`src/rtl/seq_divider_if.sv`:
```
// Operand/result handshake bundle for seq_divider.
// The master supplies operands and accepts results; the slave is the divider.
interface seq_divider_if #(
  parameter int unsigned W = 128
);
  logic         in_valid;
  logic         in_ready;
  logic [W-1:0] A;
  logic [W-1:0] B;
  logic         out_valid;
  logic         out_ready;
  logic [W-1:0] Q;
  logic [W-1:0] R;
  logic         dbz;

  modport master (
    output in_valid, A, B, out_ready,
    input  in_ready, out_valid, Q, R, dbz
  );

  modport slave (
    input  in_valid, A, B, out_ready,
    output in_ready, out_valid, Q, R, dbz
  );
endinterface

```
`src/rtl/seq_divider.sv`:
```
// Iterative unsigned restoring divider, one quotient bit per clock.
// Divide-by-zero bypasses the iteration: Q=all ones, R=A, dbz=1.
module seq_divider #(
  parameter int unsigned W = 128
) (
  input  logic          clk,
  input  logic          rst,
  seq_divider_if.slave  bus
);
  localparam int unsigned CW = $clog2(W + 1);

  typedef enum logic [1:0] {IDLE, CALC, DONE} state_t;

  state_t        state, state_nx;
  logic [W-1:0]  q;
  logic [W-1:0]  dvs;
  logic [W-1:0]  rem;
  logic [CW-1:0] cnt;
  logic          dbz_r;
  logic          accept;
  logic          take;
  logic [W:0]    rem_sh;
  logic [W:0]    rem_sub;

  // rem < dvs always holds, so the stored remainder needs only W bits. Because
  // rem_sh < 2*dvs, bit W of the W+1-bit difference is exactly the borrow.
  always_comb begin
    rem_sh  = {rem, q[W-1]};
    rem_sub = rem_sh - {1'b0, dvs};
    take    = ~rem_sub[W];
  end

  always_ff @(posedge clk or posedge rst) begin
    if (rst) state <= IDLE;
    else     state <= state_nx;
  end

  always_comb begin
    state_nx     = state;
    accept       = 1'b0;
    bus.in_ready  = 1'b0;
    bus.out_valid = 1'b0;
    case (state)
      IDLE: begin
        bus.in_ready = 1'b1;
        if (bus.in_valid) begin
          accept   = 1'b1;
          state_nx = (bus.B == '0) ? DONE : CALC;
        end
      end
      CALC: begin
        if (cnt == CW'(1)) state_nx = DONE;
      end
      DONE: begin
        bus.out_valid = 1'b1;
        if (bus.out_ready) state_nx = IDLE;
      end
      default: state_nx = IDLE;
    endcase
  end

  always_ff @(posedge clk or posedge rst) begin
    if (rst) begin
      q     <= '0;
      dvs   <= '0;
      rem   <= '0;
      cnt   <= '0;
      dbz_r <= 1'b0;
    end else if (accept) begin
      dvs <= bus.B;
      cnt <= CW'(W);
      if (bus.B == '0) begin
        q     <= '1;
        rem   <= bus.A;
        dbz_r <= 1'b1;
      end else begin
        q     <= bus.A;
        rem   <= '0;
        dbz_r <= 1'b0;
      end
    end else if (state == CALC) begin
      q   <= {q[W-2:0], take};
      rem <= take ? rem_sub[W-1:0] : rem_sh[W-1:0];
      cnt <= cnt - CW'(1);
    end
  end

  assign bus.Q   = q;
  assign bus.R   = rem;
  assign bus.dbz = dbz_r;
endmodule
```
`src/flat_wrapper.sv`:
```
// flat-port wrapper written by rule: the top's interface ports become plain ports
module seq_divider_flat 
#(
  parameter int unsigned W = 128
)
  (clk, rst, bus_in_valid, bus_A, bus_B, bus_out_ready, bus_in_ready, bus_out_valid, bus_Q, bus_R, bus_dbz);
  seq_divider_if #(.W(W)) bus_i ();
  input  logic clk;
  input  logic rst;
  input wire logic [$bits(bus_i.in_valid)-1:0] bus_in_valid;
  input wire logic [$bits(bus_i.A)-1:0] bus_A;
  input wire logic [$bits(bus_i.B)-1:0] bus_B;
  input wire logic [$bits(bus_i.out_ready)-1:0] bus_out_ready;
  output wire logic [$bits(bus_i.in_ready)-1:0] bus_in_ready;
  output wire logic [$bits(bus_i.out_valid)-1:0] bus_out_valid;
  output wire logic [$bits(bus_i.Q)-1:0] bus_Q;
  output wire logic [$bits(bus_i.R)-1:0] bus_R;
  output wire logic [$bits(bus_i.dbz)-1:0] bus_dbz;
  assign bus_i.in_valid = bus_in_valid;
  assign bus_i.A = bus_A;
  assign bus_i.B = bus_B;
  assign bus_i.out_ready = bus_out_ready;
  assign bus_in_ready = bus_i.in_ready;
  assign bus_out_valid = bus_i.out_valid;
  assign bus_Q = bus_i.Q;
  assign bus_R = bus_i.R;
  assign bus_dbz = bus_i.dbz;
  seq_divider #(.W(W)) u_core (.clk(clk), .rst(rst), .bus(bus_i));
endmodule
```
`config.mk`:
```
export PLATFORM = sky130hd
export DESIGN_NAME = seq_divider_flat
export DESIGN_NICKNAME = d
export VERILOG_FILES = /design/src/rtl/seq_divider_if.sv /design/src/rtl/seq_divider.sv /design/src/flat_wrapper.sv
export SDC_FILE = /design/constraint.sdc
export NUM_CORES = 2
export LEC_CHECK = 0
export BUFFER_PORTS_ARGS = -buffer_cell sky130_fd_sc_hd__clkbuf_2
export CORE_AREA = 3 3 200 349
export DETAILED_ROUTE_END_ITERATION = 7
export DIE_AREA = 0 0 203 352
export GPL_TIMING_DRIVEN = 0
export SLEW_MARGIN = 20
export SYNTH_ARGS = -nofsm -noshare
export SYNTH_HDL_FRONTEND = slang
export SYNTH_SLANG_ARGS = --single-unit
```
`constraint.sdc`:
```
create_clock -name clk -period 17 [get_ports clk]
set_input_delay 3.4 -clock clk [delete_from_list [all_inputs] [get_ports clk]]
set_output_delay 3.4 -clock clk [all_outputs]
set_load 0.01 [all_outputs]
```
# [Word-level counts from Yosys, hierarchy flattened]
# Cells that the tools add are included.
[classes] n_bitwise=1 n_eq_ne=6 add_sub_neg=2 n_reduce_logical=4 mux=19
[ops] operator="2-to-1 mux 128 bit" n=7
[ops] operator="subtractor 129 x 128 -> 129 bit" n=1
[ops] operator="zero test 128 bit" n=1
[ops] operator="2-to-1 mux 8 bit" n=2
[ops] operator="== test 8 x 1 -> 1 bit (second input constant)" n=1
[ops] operator="2-to-1 mux 2 bit" n=4
[ops] operator="subtractor 8 x 1 -> 8 bit (second input constant)" n=1
[ops] operator="one-hot mux 2 bit (3 select lines)" n=1
[ops] operator="2-to-1 mux 1 bit" n=5
[ops] operator="!= test 2 bit (second input constant)" n=2
[ops] operator="AND reduction 3 bit" n=1
[ops] operator="== test 2 x 1 -> 1 bit (second input constant)" n=1
[ops] operator="== test 2 bit (second input constant)" n=1
[ops] operator="zero test 2 bit" n=1
[ops] operator="!= test 2 x 1 -> 1 bit (second input constant)" n=1
[ops] operator="nonzero test 2 bit" n=1
[ops] operator="NOT 1 bit" n=1
[word_totals] elab_cells=38 regBits=395 in_bits=260 output_inout_bits=259

# [Logic depth before layout (Yosys ltp)]
[logic_depth] depth_word=4 mapped_depth=17 depth_no_buf=15

# [Worst setup path before layout]
# No wires, ideal clock.
[synth_timing] kind="in2reg" from="in bus_B[25]" to="reg u_core.rem[107] (netlist: u_core.bus.R[107])" path_stages=9 path_slack_ps=11712 setup_ps=104 path_buffers=3 required_ps=16896 arrival_ps=5184 cell_sequence="nor4_1 > nand4_1 > nor4_1 > and2_1 > clkbuf_1 > clkbuf_1 > clkbuf_1 > a21oi_1 > a221oi_1"
[synth_between] elab_chain_len=3
[synth_lines] item="start, declared" line="flat_wrapper.sv:12" text="input wire logic [$bits(bus_i.B)-1:0] bus_B;"
[synth_lines] item="zero test 128 bit" line="seq_divider.sv:72" text="if (bus.B == '0) begin"
[synth_lines] item="2-to-1 mux 128 bit" line="seq_divider.sv:72"
[synth_lines] item="2-to-1 mux 128 bit" line="seq_divider.sv:69" text="end else if (accept) begin"
[synth_lines] item="end signal, assigned" line="seq_divider.sv:74" text="rem <= bus.A;"
[synth_lines] item="end signal, assigned" line="seq_divider.sv:83" text="rem <= take ? rem_sub[W-1:0] : rem_sh[W-1:0];"
[synth_lines] item="end, declared" line="seq_divider.sv:17" text="logic [W-1:0] rem;"
# Every way passes these cells.
# A chain may end at the register's enable or synchronous reset.

# [Final worst setup path]
[layout_timing] from="in bus_B[31]" to="reg u_core.rem[114] (netlist: u_core.bus.R[114])"
# The elaborated chain is that of the path after synthesis.

==> impl_metrics.env <==
export IMPL_avgSynthCellArea_sq_um=7.75
export IMPL_maxSlewHeadroom_pct=14.8
export IMPL_vias_per_cell=6.09
export IMPL_instances_no_fill=4965
export IMPL_cp_common_cell="clkbuf_1"
export IMPL_gp_congestion=1.04
export IMPL_root_buffer="clkbuf_16"
export IMPL_crit_fanout=10
export IMPL_ys_ff_latch=395
export IMPL_area_delta_synth_final_pct=20.0
export IMPL_cp_start_kind="input port"
export IMPL_dp_cells=4876
export IMPL_cts_tree="done"
export IMPL_grt_pass1_vias=30300
export IMPL_htree_levels=2
export IMPL_syn_area_sq_mm=0.0268
export IMPL_timing_final_crit_share_pct=46.7
export IMPL_cp_data_required_time_ns=17.54
export IMPL_nets=4415
export IMPL_worstPathArrival_ns=8.48
export IMPL_synthCells=3454
export IMPL_clock_skew_ns=0.0286
export IMPL_synth_top_area_cell="dfrtp_1"
export IMPL_grtUsageTotal_pct=38.7
export IMPL_cts_buffers=42
export IMPL_grt_pass1_wl_microns=203000
export IMPL_path_class="input port to flop"
export IMPL_cts_setup_buffers=0
export IMPL_die_w_microns=203
export IMPL_synthXorXnorAreaFrac_pct=3.73
export IMPL_fmax_mhz=126
export IMPL_synth_ff_type="dfrtp_1"
export IMPL_status="completed"
export IMPL_setup_viol=0
export IMPL_slew_viol_final=0
export IMPL_hold_class="flop to flop"
export IMPL_drt_initial_drc_count=2351
export IMPL_path_cells="clkbuf_2, nor4_1, nand4_1, nor4_2, buf_4, and3_1, clkbuf_1, clkbuf_1, clkbuf_1, a21oi_1, a21oi_1"
export IMPL_final_cell_mix="nand2_1 (669), clkbuf_2 (524), dfrtp_1 (395)"
export IMPL_synth_top_family_by_area="compound AO/OA/AOI/OAI gates"
export IMPL_rows=126
export IMPL_hpwl_microns=117000
export IMPL_die_area_sq_mm=0.0715
export IMPL_cts_resized=0
export IMPL_synth_area_top_cells="dfrtp_1 (37%), nand2_1 (9.4%), ha_1 (6.1%)"
export IMPL_critPathMaxStageDelay_ns=1.05
export IMPL_port_buffers=518
export IMPL_grt_max_degree=91
export IMPL_synth_seq_area_share_pct=36.9
export IMPL_worstHoldStart="u_core.bus.dbz$_DFFE_PP0P_"
export IMPL_drv_cap=0
export IMPL_clk_path_buf_depth=3
export IMPL_yosys_area_top_type_share_pct=36.9
export IMPL_end_kind="flop"
export IMPL_drt_wirelength_per_cell_microns=28.9
export IMPL_fp_dieH_microns=352
export IMPL_antenna_found_initial=16
export IMPL_final_hold_violation_count=0
export IMPL_rsz0062_at_grt="false"
export IMPL_cp_slowest_cell="nor4_1"
export IMPL_ant_nets=0
export IMPL_synth_nets=3845
export IMPL_yosysUniqueCellTypes=77
export IMPL_cts_hold_buf=0
export IMPL_worstSetupStartpoint="bus_B[31]"
export IMPL_overflow=0
export IMPL_synth_edf_count=0
export IMPL_worst_slew_pin_slew_ns=1.27
export IMPL_initial_utilization_pct=39.8
export IMPL_cts_sinks=395
export IMPL_drc=0
export IMPL_synth_simple_area_share_pct=21.0
export IMPL_synth_async_sr_flop_share_pct=100
export IMPL_setup_slack_ns=9.06
export IMPL_synth_mux_area_fraction_pct=0.897
export IMPL_synthAdderAreaFrac_pct=6.15
export IMPL_timing_hold_ws_ns=0.477
export IMPL_finalCriticalPeriod_ns=7.94
export IMPL_layout_commonest_cell="nand2_1"
export IMPL_yosys_warnings=0
export IMPL_coreArea_sq_mm=0.0673
export IMPL_io_pins=519
export IMPL_fillers=7110
export IMPL_clock_latency_ns=0.63
export IMPL_synth_compound_area_share_pct=25.2
export IMPL_post_place_ws_ns=8.56
export IMPL_crit_reg2reg_launch="u_core.bus.R[40]$_DFFE_PP0P_"
export IMPL_via_count=30200
export IMPL_drive_gt1_share_pct=16.9
export IMPL_cts_reportedPaths_clkPinSlew_ns=0.07
export IMPL_dr_pass1_iters=5
export IMPL_wirelength_microns=143000
==> sequential cells by signal, indices dropped and copies added, names as in the netlist <==
register and flops:
u_core.state 2, u_core.bus.dbz 1, u_core.bus.R 128, u_core.dvs 128, u_core.bus.Q 128, u_core.cnt 8
==> cell type report <==
type / instances / area, sq um / area share [%]
diodes: 14 / 35.0 / 0.109
plain buffers: 243 / 976 / 3.04
clock buffers: 56 / 1170 / 3.66
clock inverters: 19 / 220 / 0.685
inverters: 176 / 668 / 2.08
multi-input cells: 2640 / 15300 / 47.7
flip-flops and latches: 395 / 9880 / 30.8
well taps: 896 / 1120 / 3.49
repair buffers: 526 / 2730 / 8.50
==> stage by stage <==
stage	area [sq um]	utilization, %	TNS, ns
final	32100	47.7	0
after global routing	32100	47.7	0
after CTS	32100	47.7	0
after detailed placement	30700	45.6	0
after global placement	30500	45.3	-1002.18
after floorplan	26800	-	0
==> per-layer routing <==
metal	routed length, microns	share of wire (%)	global-route usage [%]
met5	19	0.013	0
met4	15100	11	32.8
met3	11300	7.8	8.30
met2	69400	48	66.5
met1	47500	33	39.8
==> worst max-delay path: cells and delay by family <==
family                 cells  cell delay [ns]
and+or+nand+nor            4             2.17
AOI/OAI and AO/OA          2             0.60
buffers and inverters      5             2.29
==> Yosys cell counts (11+ instances only) <==
library cell,instances
xor2_1,53
inv_1,176
a21o_1,52
o211ai_1,50
nand2b_1,11
clkbuf_1,190
a221oi_1,20
nor2_1,216
and3_1,17
o21a_1,22
buf_1,14
a22oi_1,32
nor4_1,46
nor2b_1,11
nand3_1,37
mux2i_1,24
a221o_1,13
o21bai_1,46
o21ai_0,291
a211oi_1,15
nand4_1,75
ha_1,130
nor3_1,158
a31oi_1,154
a21oi_1,294
o31ai_1,16
dfrtp_1,395
nand2_1,669
buf_2,36
xnor2_1,61
==> path summary, 6_finish.rpt <==
path	endpoint	slack [ns]	depth (start not counted)
worst min-delay path	u_core.bus.dbz$_DFFE_PP0P_	0.48	1
worst max register to register	u_core.bus.R[84]$_DFFE_PP0P_	11.28	13
min in group asynchronous	u_core.bus.Q[36]$_DFFE_PP0P_	2.85	2
worst max-delay path	u_core.bus.R[114]$_DFFE_PP0P_	9.06	11
worst min register to register	u_core.bus.dbz$_DFFE_PP0P_	0.48	1
max in group asynchronous	u_core.bus.R[71]$_DFFE_PP0P_	12.89	4
==> logic make-up after synthesis <==
family                     count (synthesis)
xor gates and xnor gates                 114
AOI/OAI and AO/OA                       1084
buffers and inverters                    419
muxes                                     24
adders and majority gates                131
DFF                                      395
and+or+nand+nor                         1287
Power is left out: the tool's default activity adds up to more than one toggle a clock period on the data nets, which glitch-free logic cannot reach.
